File: src/rtl/spi_transmitter_if.sv
// SPI transmitter bus: host-side handshake plus the serial link pins.
// With SPI_TRANSMITTER_READBACK_EN defined, the bus also carries sdi and rx_data.
interface spi_transmitter_if #(
    parameter int bitcount = 16
);
    logic                trigger;
    logic [bitcount-1:0] data;
    logic                ss;
    logic                sclk;
    logic                sdo;
    logic                busy;
    logic                complete;
`ifdef SPI_TRANSMITTER_READBACK_EN
    logic                sdi;
    logic [bitcount-1:0] rx_data;

    modport master (
        output trigger, data, sdi,
        input  ss, sclk, sdo, busy, complete, rx_data
    );
    modport slave (
        input  trigger, data, sdi,
        output ss, sclk, sdo, busy, complete, rx_data
    );
`else
    modport master (
        output trigger, data,
        input  ss, sclk, sdo, busy, complete
    );
    modport slave (
        input  trigger, data,
        output ss, sclk, sdo, busy, complete
    );
`endif
endinterface

File: src/rtl/spi_transmitter.sv
// SPI master serializer, CPHA = 1, SCLK derived from clock by an integer divider.
// Optional full-duplex readback: define SPI_TRANSMITTER_READBACK_EN.
//
// state | meaning
// ------+-----------------------------------------------------------
// IDLE  | waiting for trigger, ss inactive, sclk idle
// SETUP | ss asserted, D cycles before the first SCLK edge
// LOW   | first half of a bit: sclk low, sdo carries the bit
// HIGH  | second half of a non-final bit: sclk high (receiver samples)
// HOLD  | second half of the final bit: sclk high, ss held, then finish
module spi_transmitter #(
    parameter int bitcount      = 16,
    parameter int ss_polarity   = 0,
    parameter int sclk_polarity = 1,
    parameter int msb_first     = 1,
    parameter int clock_divider = 2
) (
    input  logic              clock,
    input  logic              reset,
    spi_transmitter_if.slave  bus
);
    localparam int bit_w = $clog2(bitcount + 1);
    localparam int div_w = $clog2(clock_divider + 1);
    localparam logic [div_w-1:0] div_load = div_w'(clock_divider - 1);
    localparam logic [bit_w-1:0] bit_load = bit_w'(bitcount - 1);

    typedef enum logic [2:0] {IDLE, SETUP, LOW, HIGH, HOLD} state_t;

    state_t              state;
    logic [bitcount-1:0] tx_shift;
    logic [bit_w-1:0]    bit_cnt;
    logic [div_w-1:0]    div_cnt;
    logic                ss_int;
    logic                sclk_int;
    logic                sdo_q;
    logic                busy_q;
    logic                complete_q;

    logic                div_tc;
    logic                next_bit;
    logic [bitcount-1:0] tx_shifted;

    assign div_tc     = (div_cnt == '0);
    assign next_bit   = (msb_first != 0) ? tx_shift[bitcount-1] : tx_shift[0];
    assign tx_shifted = (msb_first != 0) ? {tx_shift[bitcount-2:0], 1'b0}
                                         : {1'b0, tx_shift[bitcount-1:1]};

`ifdef SPI_TRANSMITTER_READBACK_EN
    logic [bitcount-1:0] rx_shift;
    logic [bitcount-1:0] rx_data_q;
    logic [bitcount-1:0] rx_shifted;

    assign rx_shifted = (msb_first != 0) ? {rx_shift[bitcount-2:0], bus.sdi}
                                         : {bus.sdi, rx_shift[bitcount-1:1]};
    assign bus.rx_data = rx_data_q;
`endif

    // Transfer sequencer: phase timing from a down-counting divider, bit count down to the last bit.
    always_ff @(posedge clock) begin
        if (reset) begin
            state      <= IDLE;
            tx_shift   <= '0;
            bit_cnt    <= '0;
            div_cnt    <= '0;
            ss_int     <= 1'b0;
            sclk_int   <= 1'b1;
            sdo_q      <= 1'b0;
            busy_q     <= 1'b0;
            complete_q <= 1'b0;
`ifdef SPI_TRANSMITTER_READBACK_EN
            rx_shift   <= '0;
            // a reset that aborts a transfer keeps the last received word
            if (!busy_q) rx_data_q <= '0;
`endif
        end else begin
            complete_q <= 1'b0;
            case (state)
                IDLE: begin
                    if (bus.trigger) begin
                        tx_shift <= bus.data;
                        ss_int   <= 1'b1;
                        busy_q   <= 1'b1;
                        div_cnt  <= div_load;
                        state    <= SETUP;
                    end
                end
                SETUP: begin
                    if (div_tc) begin
                        sclk_int <= 1'b0;
                        sdo_q    <= next_bit;
                        tx_shift <= tx_shifted;
                        bit_cnt  <= bit_load;
                        div_cnt  <= div_load;
                        state    <= LOW;
                    end else begin
                        div_cnt <= div_cnt - 1'b1;
                    end
                end
                LOW: begin
                    if (div_tc) begin
                        sclk_int <= 1'b1;
                        div_cnt  <= div_load;
                        state    <= (bit_cnt == '0) ? HOLD : HIGH;
                    end else begin
                        div_cnt <= div_cnt - 1'b1;
                    end
                end
                HIGH: begin
                    if (div_tc) begin
`ifdef SPI_TRANSMITTER_READBACK_EN
                        rx_shift <= rx_shifted;
`endif
                        sclk_int <= 1'b0;
                        sdo_q    <= next_bit;
                        tx_shift <= tx_shifted;
                        bit_cnt  <= bit_cnt - 1'b1;
                        div_cnt  <= div_load;
                        state    <= LOW;
                    end else begin
                        div_cnt <= div_cnt - 1'b1;
                    end
                end
                HOLD: begin
                    if (div_tc) begin
`ifdef SPI_TRANSMITTER_READBACK_EN
                        rx_shift  <= rx_shifted;
                        rx_data_q <= rx_shifted;
`endif
                        ss_int     <= 1'b0;
                        busy_q     <= 1'b0;
                        complete_q <= 1'b1;
                        sdo_q      <= 1'b0;
                        state      <= IDLE;
                    end else begin
                        div_cnt <= div_cnt - 1'b1;
                    end
                end
                default: state <= IDLE;
            endcase
        end
    end

    // Polarity is a build-time constant, so these are fixed wiring on the registers.
    assign bus.ss       = (ss_polarity   != 0) ? ss_int   : ~ss_int;
    assign bus.sclk     = (sclk_polarity != 0) ? sclk_int : ~sclk_int;
    assign bus.sdo      = sdo_q;
    assign bus.busy     = busy_q;
    assign bus.complete = complete_q;

endmodule
File: src/flat_wrapper.sv
// flat-port wrapper written by rule: the top's interface ports become plain ports
module spi_transmitter_flat 
#(
    parameter int bitcount      = 16,
    parameter int ss_polarity   = 0,
    parameter int sclk_polarity = 1,
    parameter int msb_first     = 1,
    parameter int clock_divider = 2
)
  (clock, reset, bus_trigger, bus_data, bus_ss, bus_sclk, bus_sdo, bus_busy, bus_complete);
  spi_transmitter_if #(.bitcount(bitcount)) bus_i ();
  input  logic clock;
  input  logic reset;
  input wire logic [$bits(bus_i.trigger)-1:0] bus_trigger;
  input wire logic [$bits(bus_i.data)-1:0] bus_data;
  output wire logic [$bits(bus_i.ss)-1:0] bus_ss;
  output wire logic [$bits(bus_i.sclk)-1:0] bus_sclk;
  output wire logic [$bits(bus_i.sdo)-1:0] bus_sdo;
  output wire logic [$bits(bus_i.busy)-1:0] bus_busy;
  output wire logic [$bits(bus_i.complete)-1:0] bus_complete;
  assign bus_i.trigger = bus_trigger;
  assign bus_i.data = bus_data;
  assign bus_ss = bus_i.ss;
  assign bus_sclk = bus_i.sclk;
  assign bus_sdo = bus_i.sdo;
  assign bus_busy = bus_i.busy;
  assign bus_complete = bus_i.complete;
  spi_transmitter #(.bitcount(bitcount), .ss_polarity(ss_polarity), .sclk_polarity(sclk_polarity), .msb_first(msb_first), .clock_divider(clock_divider)) u_core (.clock(clock), .reset(reset), .bus(bus_i));
endmodule
File: config.mk
export PLATFORM = sky130hd
export DESIGN_NAME = spi_transmitter_flat
export DESIGN_NICKNAME = d
export VERILOG_FILES = /design/src/rtl/spi_transmitter_if.sv /design/src/rtl/spi_transmitter.sv /design/src/flat_wrapper.sv
export SDC_FILE = /design/constraint.sdc
export NUM_CORES = 1
export LEC_CHECK = 0
export CAP_MARGIN = 30
export CORE_AREA = 10 10 85 87
export DETAILED_ROUTE_END_ITERATION = 7
export DIE_AREA = 0 0 95 97
export PLACE_DENSITY = 0.51
export SLEW_MARGIN = 15
export SYNTH_ARGS = -nofsm -noshare
export SYNTH_HDL_FRONTEND = slang
export SYNTH_SLANG_ARGS = --single-unit
File: constraint.sdc
create_clock -name clock -period 1.7 [get_ports clock]
set_clock_uncertainty 0.15 [all_clocks]
set_input_delay 0.255 -clock clock [delete_from_list [all_inputs] [get_ports clock]]
set_output_delay 0.255 -clock clock [all_outputs]
set_load 0.05 [all_outputs]
* Yosys cells after proc, flatten, opt, wreduce, memory -nomap -nowiden *
Cells that the tools add are included.

operators by class
  bitwise operators = 2
  multiplexer cells = 24
  reduce and logical (&&, ||, !) cells = 19
  add/sub/neg operators = 2
  equality and inequality tests = 11

operator list
  operator                                                                 number
  16-bit 2-to-1 mux                                                        2
  16-bit one-hot mux with 2 select lines                                   1
  3-bit AND reduction                                                      6
  3-bit 2-to-1 mux                                                         5
  3-bit one-hot mux with 4 select lines                                    1
  5-bit 2-to-1 mux                                                         2
  2-bit by 1-bit inequality test with 1-bit output, second input constant  5
  5-bit one-hot mux with 2 select lines                                    1
  2-bit nonzero test                                                       5
  3-bit by 2-bit equality test with 1-bit output, second input constant    2
  2-bit 2-to-1 mux                                                         3
  1-bit one-hot mux with 2 select lines                                    3
  2-bit one-hot mux with 3 select lines                                    1
  5-bit zero test                                                          1
  1-bit 2-to-1 mux                                                         5
  5-bit by 1-bit subtractor with 5-bit output, second input constant       1
  2-bit inequality test, second input constant                             2
  4-bit AND reduction                                                      1
  2-bit OR reduction                                                       2
  3-bit by 1-bit equality test with 1-bit output, second input constant    1
  3-bit equality test, second input constant                               1
  3-bit zero test                                                          1
  3-bit nonzero test                                                       1
  3-bit OR reduction                                                       1
  other kinds (3)                                                          4

word-level totals
  input port bits = 19
  register bits = 30

* Logic depth before layout (Yosys ltp) *
  depth in word-level cells = 4
  depth in mapped cells = 7
  depth with buffers taken out = 5

* Worst setup path before layout *
Ideal clock, no wire load.

  path type = register to register
  start = register u_core.div_cnt[0]
  end = register u_core.bit_cnt[4]
  buffers on the path = 2
  cell stages (with the launch flop) = 8
  arrival = 1.646 ns
  period minus slack after synthesis = 1.872 ns
  data required time = 1.474 ns
  setup slack = -0.172 ns
  path through = dfxtp_1 inv_1 ha_1 clkbuf_1 and3b_1 buf_2 or4b_1 a31oi_1

between the ends
  cells in the longest elaborated chain, start to end = 3
  elaborated cells between the ends (all ways) = 4

ends and longest elaborated chain
  element                                                     line                    text
  start, declared                                             spi_transmitter.sv:32   logic [div_w-1:0] div_cnt;
  start signal, assigned                                      spi_transmitter.sv:83   div_cnt <= div_load;
  start signal, assigned                                      spi_transmitter.sv:93   div_cnt <= div_load;
  start signal, assigned                                      spi_transmitter.sv:96   div_cnt <= div_cnt - 1'b1;
  2-bit zero test (*)                                         spi_transmitter.sv:43   assign div_tc = (div_cnt == '0);
  via u_core.div_tc                                           spi_transmitter.sv:39   logic div_tc;
  2-bit by 1-bit inequality test with 1-bit output (no line)  -
  3-bit AND reduction (no line) (*)                           -
  end signal, assigned                                        spi_transmitter.sv:92   bit_cnt <= bit_load;
  end signal, assigned                                        spi_transmitter.sv:116  bit_cnt <= bit_cnt - 1'b1;
  end, declared                                               spi_transmitter.sv:31   logic [bit_w-1:0] bit_cnt;

Mark *: on every way through the listed nets, which the timed path passes. The rest lies on a longest branch.
A chain may end at the register's enable or synchronous reset.

* Final worst setup path *
  start = register u_core.bit_cnt[1]
  end = register u_core.bit_cnt[4]

between the ends
  cells in the longest elaborated chain, start to end = 3

ends and longest elaborated chain
  element                                      line                    text
  5-bit by 1-bit subtractor with 5-bit output  spi_transmitter.sv:116
  5-bit 2-to-1 mux                             spi_transmitter.sv:109  if (div_tc) begin
  5-bit one-hot mux with 2 select lines        spi_transmitter.sv:77   case (state)

Every way passes these cells. The select of a mux whose other input is x is not followed.

==> run_results.csv <==
group,metric,value,unit
run_status,outcome,"finished with violations",
run_status,violated_checks,"setup timing",
setup_path,worst_path_max_fanout,3,
global_route,antenna_found_initial,0,
power_and_ir_drop,cellPowerDensity,1100,mW/mm^2
cells_and_area,final_standard_cell_area_without_fillers,0.00227,mm^2
detailed_routing,detail_route.wirelength,3930,um
job,cap_viol_max_count,0,
cells_and_area,layout-drive-gt1-share,41.7,%
floorplan,floorplan.initialDensity,29.7,%
floorplan,die-width,95,um
logic_synthesis,yosys_warns,0,
detailed_routing,route.vias.total,1366,
sta,period_share,103,%
sta,setup_viol_count_final,1,
sta,max_freq,0.568,GHz
hold_path,hold_class,"register to register",
cts,clkSinkCount,30,
logic_synthesis,mean_post_synth_cell_area,9.33,um^2
sta,timing.hold.ws,0.305,ns
sta,slew_headroom,77.0,%
detailed_routing,drt_first_pass_iters,4,
cells_and_area,area_growth_syn_to_fin,40.0,%
detailed_routing,route.detailed.vias_per_inst,4.83,
place,numPlacedInstances,274,
cells_and_area,number_of_fill_cells,544,
cts,cts-buffers-inserted,5,
cells_and_area,final_stage_net_count,232,
floorplan,placeableCoreArea,0.00547,mm^2
logic_synthesis,synth.cell_area,0.00162,mm^2
setup_path,cp_required,1.77,ns
floorplan,fp.dieArea,0.00922,mm^2
floorplan,placement_rows,27,
sta,tightestPinTransition,0.345,ns
setup_path,critical_path_class,"register to register",
detailed_routing,avgRoutedWirePerCell,13.9,um
setup_path,critPathLaunchType,"register",
cts,clk_transition_reported_paths,0.07,ns
sta,fin_ws,-0.0593,ns
logic_synthesis,synth_cell_types,38,
global_route,wire_length_of_the_first_global_routing_pass,6520,um
cells_and_area,final_core_utilization,41.5,%
place,portBuffers,23,
logic_synthesis,sequential_element_share_of_the_synthesized_area,37.0,%
floorplan,pin_count,24,
cts,clock_tree.htree_level_count,2,
global_route,gr_ovfl_total,0,
cts,worst_skew_pair.late_latency,0.29,ns
cells_and_area,final-instance-count-excl-fill,283,
sta,hold_violations_final,0,
logic_synthesis,synth_cells,174,
cells_and_area,number_of_antenna_repair_diodes,0,
logic_synthesis,number_of_storage_elements_in_the_synthesis_netlist,30,
floorplan,die_height,97,um
sta,timing.final.max_slew_violations,0,
detailed_routing,number_of_violations_reported_at_the_end_of_detailed_routing_iteration_0,93,
sta,rsz0062_at_grt,"true",
cts,clock-root-buffer,"sky130_fd_sc_hd__clkbuf_8",
place,setup_slack_placement,-0.368,ns
global_route,first_global_vias,1349,
logic_synthesis,syn-num-nets,196,
cts,cts-root-to-sink-buffers,2,
global_route,groute.usage.overall,8.76,%
detailed_routing,total_drc_errors_in_the_routed_layout,0,
place,hpwlAfterDp,2730,um
detailed_routing,drtAntennaViolNets,0,
place,post_dp_cell_area,0.00204,mm^2
setup_path,worst-endpoint-arrival,1.83,ns
cts,cts_hold_bufs,0,
power_and_ir_drop,irDropWorstVdd,294,uV
setup_path,cp_capture_type,"register",
global_route,grt_max_degree,25,
cts,tritoncts_clock_tree,"built",
power_and_ir_drop,p_leak,0.835,nW
place,gp_congestion,0.786,
cts,postCtsSetupBuffers,0,
sta,final_period_minus_worst_setup_slack,1.76,ns
==> cells in the mapped netlist (all sizes together) <==
cell type  instances  share of area, %
o311ai             1              0.54
a41o               1              0.62
or4                2              0.92
a2bb2oi            1              0.54
and3b              1              0.54
a221oi             1              0.54
o31ai              2              0.92
nor2               6               1.4
nand2b             2              0.77
xnor2              1              0.54
nor3               3              0.92
nand4bb            1              0.69
a21boi             1              0.46
o2bb2ai            1              0.54
mux2              15                10
nor3b              1              0.46
o21bai             1              0.46
or4b               2               1.2
or3                1              0.39
a21o               1              0.92
ha                 3               2.3
dfxtp             30                37
a31oi              2              0.77
nand2              3              0.69
a21oi              5               1.5
a311oi             3               1.6
o32a               1              0.62
buf                6               2.6
inv               23               5.3
a211oi            31                17
nand3              3              0.92
or3b               2               1.1
clkbuf            11               2.5
nor2b              1              0.39
o21ai              4               1.2
nand3b             1              0.46
==> cells by family after synthesis <==
family | Yosys count | share of synthesized area (%)
AOI/OAI and AO/OA | 56 | 28.4
xor gates and xnor gates | 1 | 0.539
adders and majority gates | 3 | 2.31
buffers and inverters | 40 | 10.5
DFF | 30 | 37.0
muxes | 15 | 10.4
and+or+nand+nor | 29 | 10.9
==> routing by layer <==
layer | share of wire (%) | up-vias | GRT usage, % | routed length [um]
met5 | 0 | - | 0 | 0
met4 | 2.3 | 0 | 4.46 | 89
met3 | 5.3 | 8 | 3.01 | 209
met2 | 42 | 26 | 11.8 | 1640
met1 | 51 | 626 | 11.8 | 1980
li1 | - | 706 | - | -
==> cell usage in the layout, fill, tap and decap left out, types with 2 or more instances in the layout <==
cell	n
sky130_fd_sc_hd__o31ai_1	2
sky130_fd_sc_hd__or4_1	2
sky130_fd_sc_hd__nand3_1	3
sky130_fd_sc_hd__buf_4	24
sky130_fd_sc_hd__a311oi_1	3
sky130_fd_sc_hd__a211oi_4	2
sky130_fd_sc_hd__a211oi_2	22
sky130_fd_sc_hd__clkdlybuf4s50_1	18
sky130_fd_sc_hd__dfxtp_2	3
sky130_fd_sc_hd__a211oi_1	7
sky130_fd_sc_hd__o21ai_0	4
sky130_fd_sc_hd__buf_6	2
sky130_fd_sc_hd__a31oi_1	2
sky130_fd_sc_hd__inv_2	3
sky130_fd_sc_hd__or4b_1	2
sky130_fd_sc_hd__a21oi_1	5
sky130_fd_sc_hd__nor2_1	6
sky130_fd_sc_hd__inv_1	20
sky130_fd_sc_hd__or3b_4	2
sky130_fd_sc_hd__nand2b_1	2
sky130_fd_sc_hd__mux2_2	15
sky130_fd_sc_hd__clkbuf_8	8
sky130_fd_sc_hd__dfxtp_1	27
sky130_fd_sc_hd__nand2_1	2
sky130_fd_sc_hd__nor3_1	2
==> timing repair <==
action	in CTS	in global routing
gates cloned	0	1
setup endpoints to repair	14	12
resized for setup	2	21
pin swaps	2	2
==> power by group <==
part / switching [mW] / internal, mW
clock: 0.286 / 0.409
sequential: 0.0580 / 0.818
combinational: 0.451 / 0.470
total: 0.795 / 1.70
==> registers in the layout, summed over array words and instances (netlist names) <==
name,count
u_core.bus.sdo,1
u_core.bus.sclk,1
u_core.div_cnt,2
u_core.bit_cnt,5
u_core.tx_shift,16
u_core.bus.busy,1
u_core.bus.complete,1
u_core.state,3
==> final timing paths <==
| kind | startpoint | end | slack [ns] | depth (start not counted) |
|---|---|---|---|---|
| setup / recovery | u_core.bit_cnt[1] | u_core.bit_cnt[4] | -0.06 | 5 |
| hold / removal | u_core.tx_shift[10] | u_core.tx_shift[10] | 0.30 | 2 |
| setup reg to reg | u_core.bit_cnt[1] | u_core.bit_cnt[4] | -0.06 | 5 |
| hold reg to reg | u_core.tx_shift[10] | u_core.tx_shift[10] | 0.30 | 2 |
==> worst max-delay path: stages, from the launching register on <==
cell	delay [ns]
sky130_fd_sc_hd__dfxtp_2	0.32
sky130_fd_sc_hd__inv_2	0.06
sky130_fd_sc_hd__ha_4	0.13
sky130_fd_sc_hd__or3b_4	0.37
sky130_fd_sc_hd__or4b_1	0.51
sky130_fd_sc_hd__a31oi_1	0.16
==> cell type report <==
class,count,area [um^2],share of cell area (%)
inverter,23,86.3,3.80
timing repair buffer,45,403,17.7
clock buffer,8,110,4.84
multi-input combinational,105,980,43.1
tap,72,90.1,3.96
sequential,30,604,26.6
==> through the flow <==
| step | setup TNS [ns] | total power [mW] |
|---|---|---|
| floorplan | -0.0257 | 1.48 |
| global placement | -4.89 | 1.71 |
| detailed placement | -5.14 | 1.71 |
| CTS | -0.0678 | 2.42 |
| global route | -0.144 | 2.64 |
| finish | -0.0593 | 2.49 |
(Power assumes the default switching activity.)
